File: src/rtl/medidor_de_clock.sv
// medidor_de_clock
//   Receives one slow divided clock (clk_lento) that is asynchronous to clk,
//   synchronizes it, and turns each rising edge into a one-cycle strobe that
//   downstream logic uses as a clock enable. It also measures the period in clk
//   cycles, declares lock after a run of consistent periods, and reports loss
//   when edges stop arriving.
//
// Ports
//   clk        system clock, all state on rising edge
//   reset_n    asynchronous active-low reset
//   clk_lento  divided clock from a divider tap (asynchronous)
//   pulso      one-cycle strobe per synchronized rising edge of clk_lento
//   periodo    last measured period in clk cycles (PW bits)
//   valido     periodo holds at least one measurement since the last BUSCA
//   travado    lock indicator
//   perdido    one-cycle strobe when no edge arrives for TIMEOUT cycles
//
// state   | meaning
// --------+----------------------------------------------------------
// BUSCA   | waiting for the first edge, counter held at zero
// MEDINDO | measuring, counting consecutive consistent periods
// TRAVADO | locked, stays while successive periods remain consistent

module medidor_de_clock #(
  parameter int PW      = 32,
  parameter int TIMEOUT = 2**28,
  parameter int LOCK_N  = 4,
  parameter int TOL     = 2
) (
  input  logic          clk,
  input  logic          reset_n,
  input  logic          clk_lento,
  output logic          pulso,
  output logic [PW-1:0] periodo,
  output logic          valido,
  output logic          travado,
  output logic          perdido
);

  typedef enum logic [1:0] {BUSCA, MEDINDO, TRAVADO} estado_t;

  localparam logic [PW-1:0] CNT_TC = PW'(TIMEOUT - 1);
  localparam logic [PW:0]   TOL_W  = (PW+1)'(TOL);
  localparam logic [3:0]    LOCK_W = 4'(LOCK_N);

  estado_t       estado, estado_nx;
  logic          s1, s2, s3;
  logic          det;
  logic [PW-1:0] cnt, cnt_nx;
  logic [PW-1:0] m;
  logic [3:0]    match, match_nx;
  logic [PW-1:0] periodo_nx;
  logic          valido_nx, travado_nx, perdido_nx;
  logic [PW:0]   dif, dif_abs;
  logic          consistente;
  logic          timeout;

  assign det = s2 & ~s3;
  assign m   = cnt + PW'(1);

  // Extra bit keeps the difference from wrapping when m < periodo.
  assign dif         = {1'b0, m} - {1'b0, periodo};
  assign dif_abs     = dif[PW] ? ((PW+1)'(0) - dif) : dif;
  assign consistente = (dif_abs <= TOL_W);

  // An edge arriving on the terminal count wins, so a period of exactly
  // TIMEOUT is still accepted.
  assign timeout = (estado != BUSCA) && (cnt == CNT_TC) && !det;

  always_comb begin
    estado_nx  = estado;
    periodo_nx = periodo;
    valido_nx  = valido;
    travado_nx = travado;
    match_nx   = match;
    perdido_nx = 1'b0;
    cnt_nx     = (estado == BUSCA || det) ? '0 : cnt + PW'(1);

    case (estado)
      BUSCA: begin
        if (det) begin
          estado_nx = MEDINDO;
          match_nx  = '0;
        end
      end
      MEDINDO: begin
        if (det) begin
          periodo_nx = m;
          if (!valido) begin
            valido_nx = 1'b1;
            match_nx  = '0;
          end else if (consistente) begin
            match_nx = match + 4'd1;
            if (match + 4'd1 == LOCK_W) begin
              estado_nx  = TRAVADO;
              travado_nx = 1'b1;
            end
          end else begin
            match_nx = '0;
          end
        end else if (timeout) begin
          estado_nx  = BUSCA;
          perdido_nx = 1'b1;
          travado_nx = 1'b0;
          valido_nx  = 1'b0;
          match_nx   = '0;
        end
      end
      TRAVADO: begin
        if (det) begin
          periodo_nx = m;
          if (!consistente) begin
            estado_nx  = MEDINDO;
            travado_nx = 1'b0;
            match_nx   = '0;
          end
        end else if (timeout) begin
          estado_nx  = BUSCA;
          perdido_nx = 1'b1;
          travado_nx = 1'b0;
          valido_nx  = 1'b0;
          match_nx   = '0;
        end
      end
      default: begin
        estado_nx = BUSCA;
      end
    endcase
  end

  always_ff @(posedge clk or negedge reset_n) begin
    if (!reset_n) begin
      estado  <= BUSCA;
      s1      <= 1'b0;
      s2      <= 1'b0;
      s3      <= 1'b0;
      pulso   <= 1'b0;
      cnt     <= '0;
      match   <= '0;
      periodo <= '0;
      valido  <= 1'b0;
      travado <= 1'b0;
      perdido <= 1'b0;
    end else begin
      estado  <= estado_nx;
      s1      <= clk_lento;
      s2      <= s1;
      s3      <= s2;
      pulso   <= det;
      cnt     <= cnt_nx;
      match   <= match_nx;
      periodo <= periodo_nx;
      valido  <= valido_nx;
      travado <= travado_nx;
      perdido <= perdido_nx;
    end
  end

endmodule

File: config.mk
export PLATFORM = sky130hd
export DESIGN_NAME = medidor_de_clock
export DESIGN_NICKNAME = d
export VERILOG_FILES = /design/src/rtl/medidor_de_clock.sv
export SDC_FILE = /design/constraint.sdc
export NUM_CORES = 1
export LEC_CHECK = 0
export CAP_MARGIN = 20
export CORE_MARGIN = 5
export CORE_UTILIZATION = 55
export DETAILED_ROUTE_END_ITERATION = 8
export PLACE_DENSITY = 0.72
export SETUP_SLACK_MARGIN = 0.05
export SYNTH_ARGS = -nofsm -noshare
export SYNTH_HDL_FRONTEND = slang
export SYNTH_SLANG_ARGS = --single-unit
File: constraint.sdc
create_clock -name clk -period 11 [get_ports clk]
set_clock_uncertainty 0.15 [all_clocks]
set_input_delay 1.65 -clock clk [delete_from_list [all_inputs] [get_ports clk]]
set_output_delay 1.65 -clock clk [all_outputs]
set_load 0.01 [all_outputs]
==> run summary, run 1 <==
status: finished clean
mean area per synthesized cell: 7.68 µm²
Peak Freq: 136 MHz
final hold viol count: 0
Worst Max-Slew Pin Slew: 0.907 ns
final core utilization: 61.7%
Synth async-reset ratio: 100%
initial antenna violation count: 0
Initial Utilization: 55.7%
Clock transition at path regs: 0.06 ns
hold worst-path end: s2$_DFF_PN0_
IO Port Bufs: 38
GRT Total Usage: 25.1%
Worst Hold Class: reg2reg
Max-slew headroom: 39.1%
Pins Over Slew Limit: 0
global-route wire length before repair: 33,300 µm
DIE AREA: 15,800 µm²
WHS Path Cells: 0
Routed Antenna Nets: 0
cell area power density: 250 nW/µm²
synthesized instance count: 957
Seq cells post-synth: 77
slowest CP cell: or4b_1
CTS tree: done
CP required: 11.08 ns
Final setup viols: 0
CTS Buf Count: 9
syn_nets: 999
Top Ports: 39
Power Total: 2.04 mW
# clock sinks: 77
largest net degree at the start of global routing: 78
Yosys warning count: 0
total via count in the routed design: 7,202
CP max FO: 10
Register-to-Register Path Depth: 24
Worst Path Class, Setup: reg2reg
LEAKAGE: 3.71 nW
detailed-placement wirelength estimate: 15,100 µm
RR Endpoint: estado[1]$_DFFE_PN0P_
Period minus WS final: 7.35 ns
Die Y-Extent: 126 µm
synthesized area: 7350 µm²
CP top delay family: simple AND/OR/NAND/NOR gates
vias in the first global route: 6,755
DRT Pass-1 Iters: 5
drt wl/cell: 17.1 µm
r2r setup slk: 3.65 ns
Post-synth EDFFs: 0
crit path launch: cnt[0]$_DFF_PN0_
filler instances: 1,244
grt met2 use: 37.5%
largest stage delay on the critical path: 0.65 ns
clk buf depth: 2
n_diodes: 0
htree depth: 3
GP Congestion: 0.970
Hold-fix buffers, CTS: 0
CP dominant cell by count: nor2_1
Post-CTS Setup Bufs: 0
CP Buf/Inv Count: 2
vias per std cell: 6.25
r2r startpoint: cnt[0]$_DFF_PN0_
Worst setup EP type: register
ys flop type: dfrtp_1
Sum Neg Setup Slack: 0 ns
die width: 126 µm
Tcrit/Tclk final: 66.8%
Yosys cell types: 87
Placeable Area: 13,200 µm²
worst-skew pair later-pin latency: 0.34 ns
Seq/Total Area, Yosys: 26.2%
fin nets: 1,016
# Max-Cap Violations: 0
met3 Track Usage GR: 4.49%
Hold Startpoint: s1$_DFF_PN0_
CP startpoint kind: register
DRC Markers: 0
CP Cell Sequence: ha_1, nand3_1, nor2_1, and3_1, inv_1, nor2_1, nand3_1, xor2_1, inv_1, ha_1, nand2_1, nor4_1, o21ai_0, and3_1, xor2_1, o2111ai_1, or4b_1, nor2_1, a21oi_1, a211o_1, a2111oi_4, nand2_2, a211o_1, a31o_1
critical path arrival: 7.43 ns
root buf cell: clkbuf_16
post_cts resized: 0
# rows: 42
DR iter-0 viols: 614
peak supply drop: 0.000131 V
grt total ovfl: 0
RSZ-0062 raised after global routing: no
met1 GRT Util: 36.8%
grt peak-use layer: met2
Area growth syn-to-layout: 10.7%
wirelength, routed: 19,700 µm
proportion of layout cells with a drive suffix above 1: 5.32%
## cells by family after synthesis
kind of cell / count (synthesis) / share of synthesized area, %
compound gates: 292 / 28.2
xor+xnor: 46 / 5.48
fa+ha+maj: 39 / 6.74
buf+inv: 119 / 6.19
flops: 77 / 26.2
mux: 8 / 1.11
simple gates: 376 / 26.1
## flip-flops by register name (all words and copies together) (netlist names), 2 cells and up
register  flops
match         4
cnt          32
periodo      32
estado        2
## power by group
part | internal [mW] | switching, mW
logic | 0.519 | 0.947
clock network | 0.156 | 0.113
registers | 0.294 | 0.00926
## through the flow
| step | std cells | hold WS (ns) | setup slack [ns] | cell area (µm²) |
|---|---|---|---|---|
| after floorplan | 957 | 0.181 | 4.77 | 7350 |
| after global placement | 1137 | 0.182 | 3.86 | 7830 |
| after detailed placement | 1137 | 0.191 | 3.79 | 7830 |
| after CTS | 1151 | 0.204 | 3.69 | 8090 |
| after global routing | 1153 | 0.226 | 3.15 | 8140 |
| final | 1153 | 0.201 | 3.65 | 8140 |
## synth_stat cells (7+ instances only)
library cell,instances,area (µm²)
o211ai_1,17,128
nor2_1,100,375
a21oi_1,54,270
a21o_1,13,97.6
xnor2_1,18,158
nand2b_1,8,50.1
a31oi_1,9,56.3
xor2_1,28,245
a211o_1,10,87.6
o21a_1,15,113
and4_1,8,70.1
inv_1,82,308
and2_1,14,87.6
ha_1,38,475
clkbuf_1,30,113
o21ai_0,60,300
nor3_1,24,120
or3_1,9,56.3
or4_1,8,60.1
o221ai_1,10,87.6
o211a_1,7,70.1
dfrtp_1,77,1930
o21ai_1,12,60.1
or2_2,10,62.6
and3_1,10,62.6
nand3_1,32,160
nand4_1,17,106
a211oi_1,9,67.6
nor4_1,12,75.1
nand2_1,99,372
mux2i_1,7,70.1
## how the worst max path moves through the flow
stage / depth (start not counted) / endpoint / slack [ns]
2_1_floorplan: 26 / estado[1]$_DFFE_PN0P_ / 4.77
3_3_place_gp: 25 / estado[1]$_DFFE_PN0P_ / 3.86
3_5_place_dp: 25 / estado[1]$_DFFE_PN0P_ / 3.79
4_1_cts: 25 / estado[1]$_DFFE_PN0P_ / 3.69
5_1_grt: 25 / estado[1]$_DFFE_PN0P_ / 3.15
6_report: 24 / estado[1]$_DFFE_PN0P_ / 3.65
## worst register-to-register path, cell delays in order, from the launching register on
cell and delay (ns):
dfrtp_1 0.43, ha_1 0.22, nand3_1 0.13, nor2_1 0.22, and3_1 0.27, inv_1 0.06, nor2_1 0.40, nand3_1 0.16
xor2_1 0.29, inv_1 0.08, ha_1 0.47, nand2_1 0.20, nor4_1 0.28, o21ai_0 0.28, and3_1 0.36, xor2_1 0.48
o2111ai_1 0.32, or4b_1 0.65, nor2_1 0.13, a21oi_1 0.10, a211o_1 0.33, a2111oi_4 0.49, nand2_2 0.17, a211o_1 0.33
a31o_1 0.21
## layout by cell type (no fill, tap or decap), types with 12 or more instances in the layout
cell	count
nor4_1	12
xnor2_1	18
nand4_1	17
a21o_1	13
a21oi_1	54
and2_1	14
clkdlybuf4s50_1	37
inv_1	82
nand3_1	32
nor3_1	24
o21a_1	15
nand2_1	98
xor2_1	28
ha_1	38
nor2_1	100
o211ai_1	17
o21ai_1	12
dfrtp_1	77
o21ai_0	60
## cell type report
class	instances	area, µm²	share of cell area (%)
Clock buffer	10	239	2.94
Clock inverter	4	26.3	0.323
Inverter	82	308	3.78
Multi-Input combinational cell	761	4970	61.1
Sequential cell	77	1930	23.7
Tap cell	176	220	2.70
Timing Repair Buffer	43	448	5.50
## layer usage
layer / routed length [µm] / vias to the layer above
met4: 568 / 0
met2: 8380 / 284
li1: - / 3547
met1: 9450 / 3322
met3: 1280 / 49
met5: 0 / -
(Power assumes the default switching activity.)
==> run 2, diff against run 1 <==
- clock period: 11 -> 6.8 ns (I/O delays scaled with it)
==> run summary, run 2 (synthesis gave the netlist of run 1 again) <==
CP startpoint kind: register
cell area power density: 420 nW/µm²
die width: 126 µm
non-filler instance count after layout: 1,183
DIE AREA: 15,800 µm²
vias in the first global route: 7,102
DRT Pass-1 Iters: 5
critical path arrival: 6.65 ns
wirelength, routed: 20,800 µm
# clock sinks: 77
Area growth syn-to-layout: 17.2%
drt wl/cell: 17.6 µm
CP dominant cell by count: buf_4
# rows: 42
Initial Utilization: 55.7%
CP Buf/Inv Count: 5
DR iter-0 viols: 782
largest stage delay on the critical path: 0.54 ns
# Max-Cap Violations: 0
LEAKAGE: 3.90 nW
Design Area, Final: 8620 µm²
final hold viol count: 0
IO Port Bufs: 38
GRT Total Usage: 26.3%
r2r startpoint: cnt[0]$_DFF_PN0_
initial antenna violation count: 0
RSZ-0062 raised after global routing: yes
CTS Buf Count: 9
Placed Instances: 1,164
commonest cells after routing, fill and taps aside: nand2_1, nor2_1, inv_1
Pins Over Slew Limit: 0
status: finished clean
peak supply drop: 0.000217 V
htree depth: 3
met2 WL post-DR: 9310 µm
CP required: 6.92 ns
Peak Freq: 153 MHz
slowest CP cell: or4b_4
Final setup viols: 0
logic gate share of total power: 72.3%
crit path launch: cnt[0]$_DFF_PN0_
cell internal pwr: 1.77 mW
sequential power share: 13.6%
Sum Neg Setup Slack: 0 ns
n_diodes: 0
hold slack: 0.212 ns
CP top delay family: simple AND/OR/NAND/NOR gates
Worst Path Class, Setup: reg2reg
pre-CTS setup slack: -0.0309 ns
clk buf depth: 2
biggest regs: cnt x32, periodo x32, match x4
worst-skew pair later-pin latency: 0.35 ns
setup slack after layout: 0.269 ns
Hold-fix buffers, CTS: 0
Die Y-Extent: 126 µm
GP Congestion: 0.963
global-route wire length before repair: 34,600 µm
commonest non-fill, non-tap cell in the layout: nand2_1
CP max FO: 10
grt total ovfl: 0
sw power: 1.85 mW
detailed-placement wirelength estimate: 15,600 µm
vias per std cell: 6.35
proportion of layout cells with a drive suffix above 1: 12.0%
Top Ports: 39
Worst Hold Class: reg2reg
Routed Antenna Nets: 0
Clk pwr share: 14.2%
total via count in the routed design: 7,516
Clock transition at path regs: 0.06 ns
filler instances: 1,138
wl on met1: 9520 µm
Period minus WS final: 6.53 ns
switching share of power: 51.1%
Placeable Area: 13,200 µm²
root buf cell: clkbuf_16
Hold Startpoint: s1$_DFF_PN0_
fin nets: 1,044
DRC Markers: 0
metal3 WL: 1450 µm
Top Metal Used: met4
CTS tree: done
Max-slew headroom: 36.2%
Worst Max-Slew Pin Slew: 0.957 ns
Tcrit/Tclk final: 96.0%
largest net degree at the start of global routing: 78
Worst setup EP type: register
dpl cell area: 8030 µm²
[run 2: per-stage QoR]
step | util [%] | power (mW)
6_report | 65.3 | 3.62
5_1_grt | 65.3 | 3.86
4_1_cts | 63.5 | 3.47
3_5_place_dp | 60.9 | 2.91
3_3_place_gp | 60.9 | 2.92
2_1_floorplan | - | 2.27
[run 2: cell type report]
class / instances / area (µm²) / share of cell area, %
Sequential cell: 77 / 1930 / 22.4
Tap cell: 176 / 220 / 2.56
Timing Repair Buffer: 71 / 626 / 7.26
Multi-Input combinational cell: 761 / 5220 / 60.6
Clock buffer: 10 / 229 / 2.66
Clock inverter: 6 / 87.6 / 1.02
Inverter: 82 / 308 / 3.57
[run 2: worst register-to-register path, delay by kind of cell, from the launching register on]
kind / cells / cell delay (ns)
fa+ha+maj: 2 / 0.55
buf+inv: 5 / 0.65
xor+xnor: 2 / 0.35
simple gates: 13 / 3.25
flops: 1 / 0.42
compound gates: 4 / 0.82
mux: 1 / 0.29
[run 2: timing repair]
item	4_1_cts	5_1_grt
buffers inserted	0	3
gates resized for setup	5	46
hold endpoints to repair	0	0
pin swaps	0	6
endpoints found under the setup margin	7	7
[run 2: power groups by stage]
| stage | Sequential (mW) | Clock, mW | Combinational (mW) |
|---|---|---|---|
| finish | 0.491 | 0.513 | 2.62 |
| CTS | 0.491 | 0.523 | 2.46 |
| global route | 0.493 | 0.546 | 2.82 |
| floorplan | 0.502 | 0 | 1.77 |
| detailed placement | 0.500 | 0 | 2.41 |
| global placement | 0.499 | 0 | 2.42 |
[run 2: metal layers]
metal	GRT usage, %	vias up
met2	40.1	308
met1	37.2	3553
met3	4.78	56
li1	-	3599
met4	10.1	0
met5	0	-
[run 2: path summary, 6_finish.rpt]
kind | end | slack (ns) | cells past startpoint
max | match[2]$_DFFE_PN0P_ | 0.27 | 27
min | s2$_DFF_PN0_ | 0.21 | 0
max reg2reg | match[2]$_DFFE_PN0P_ | 0.27 | 27
min reg2reg | s2$_DFF_PN0_ | 0.21 | 0
max in group asynchronous | valido$_DFFE_PN0P_ | 5.21 | 1
min in group asynchronous | cnt[10]$_DFF_PN0_ | 0.67 | 1
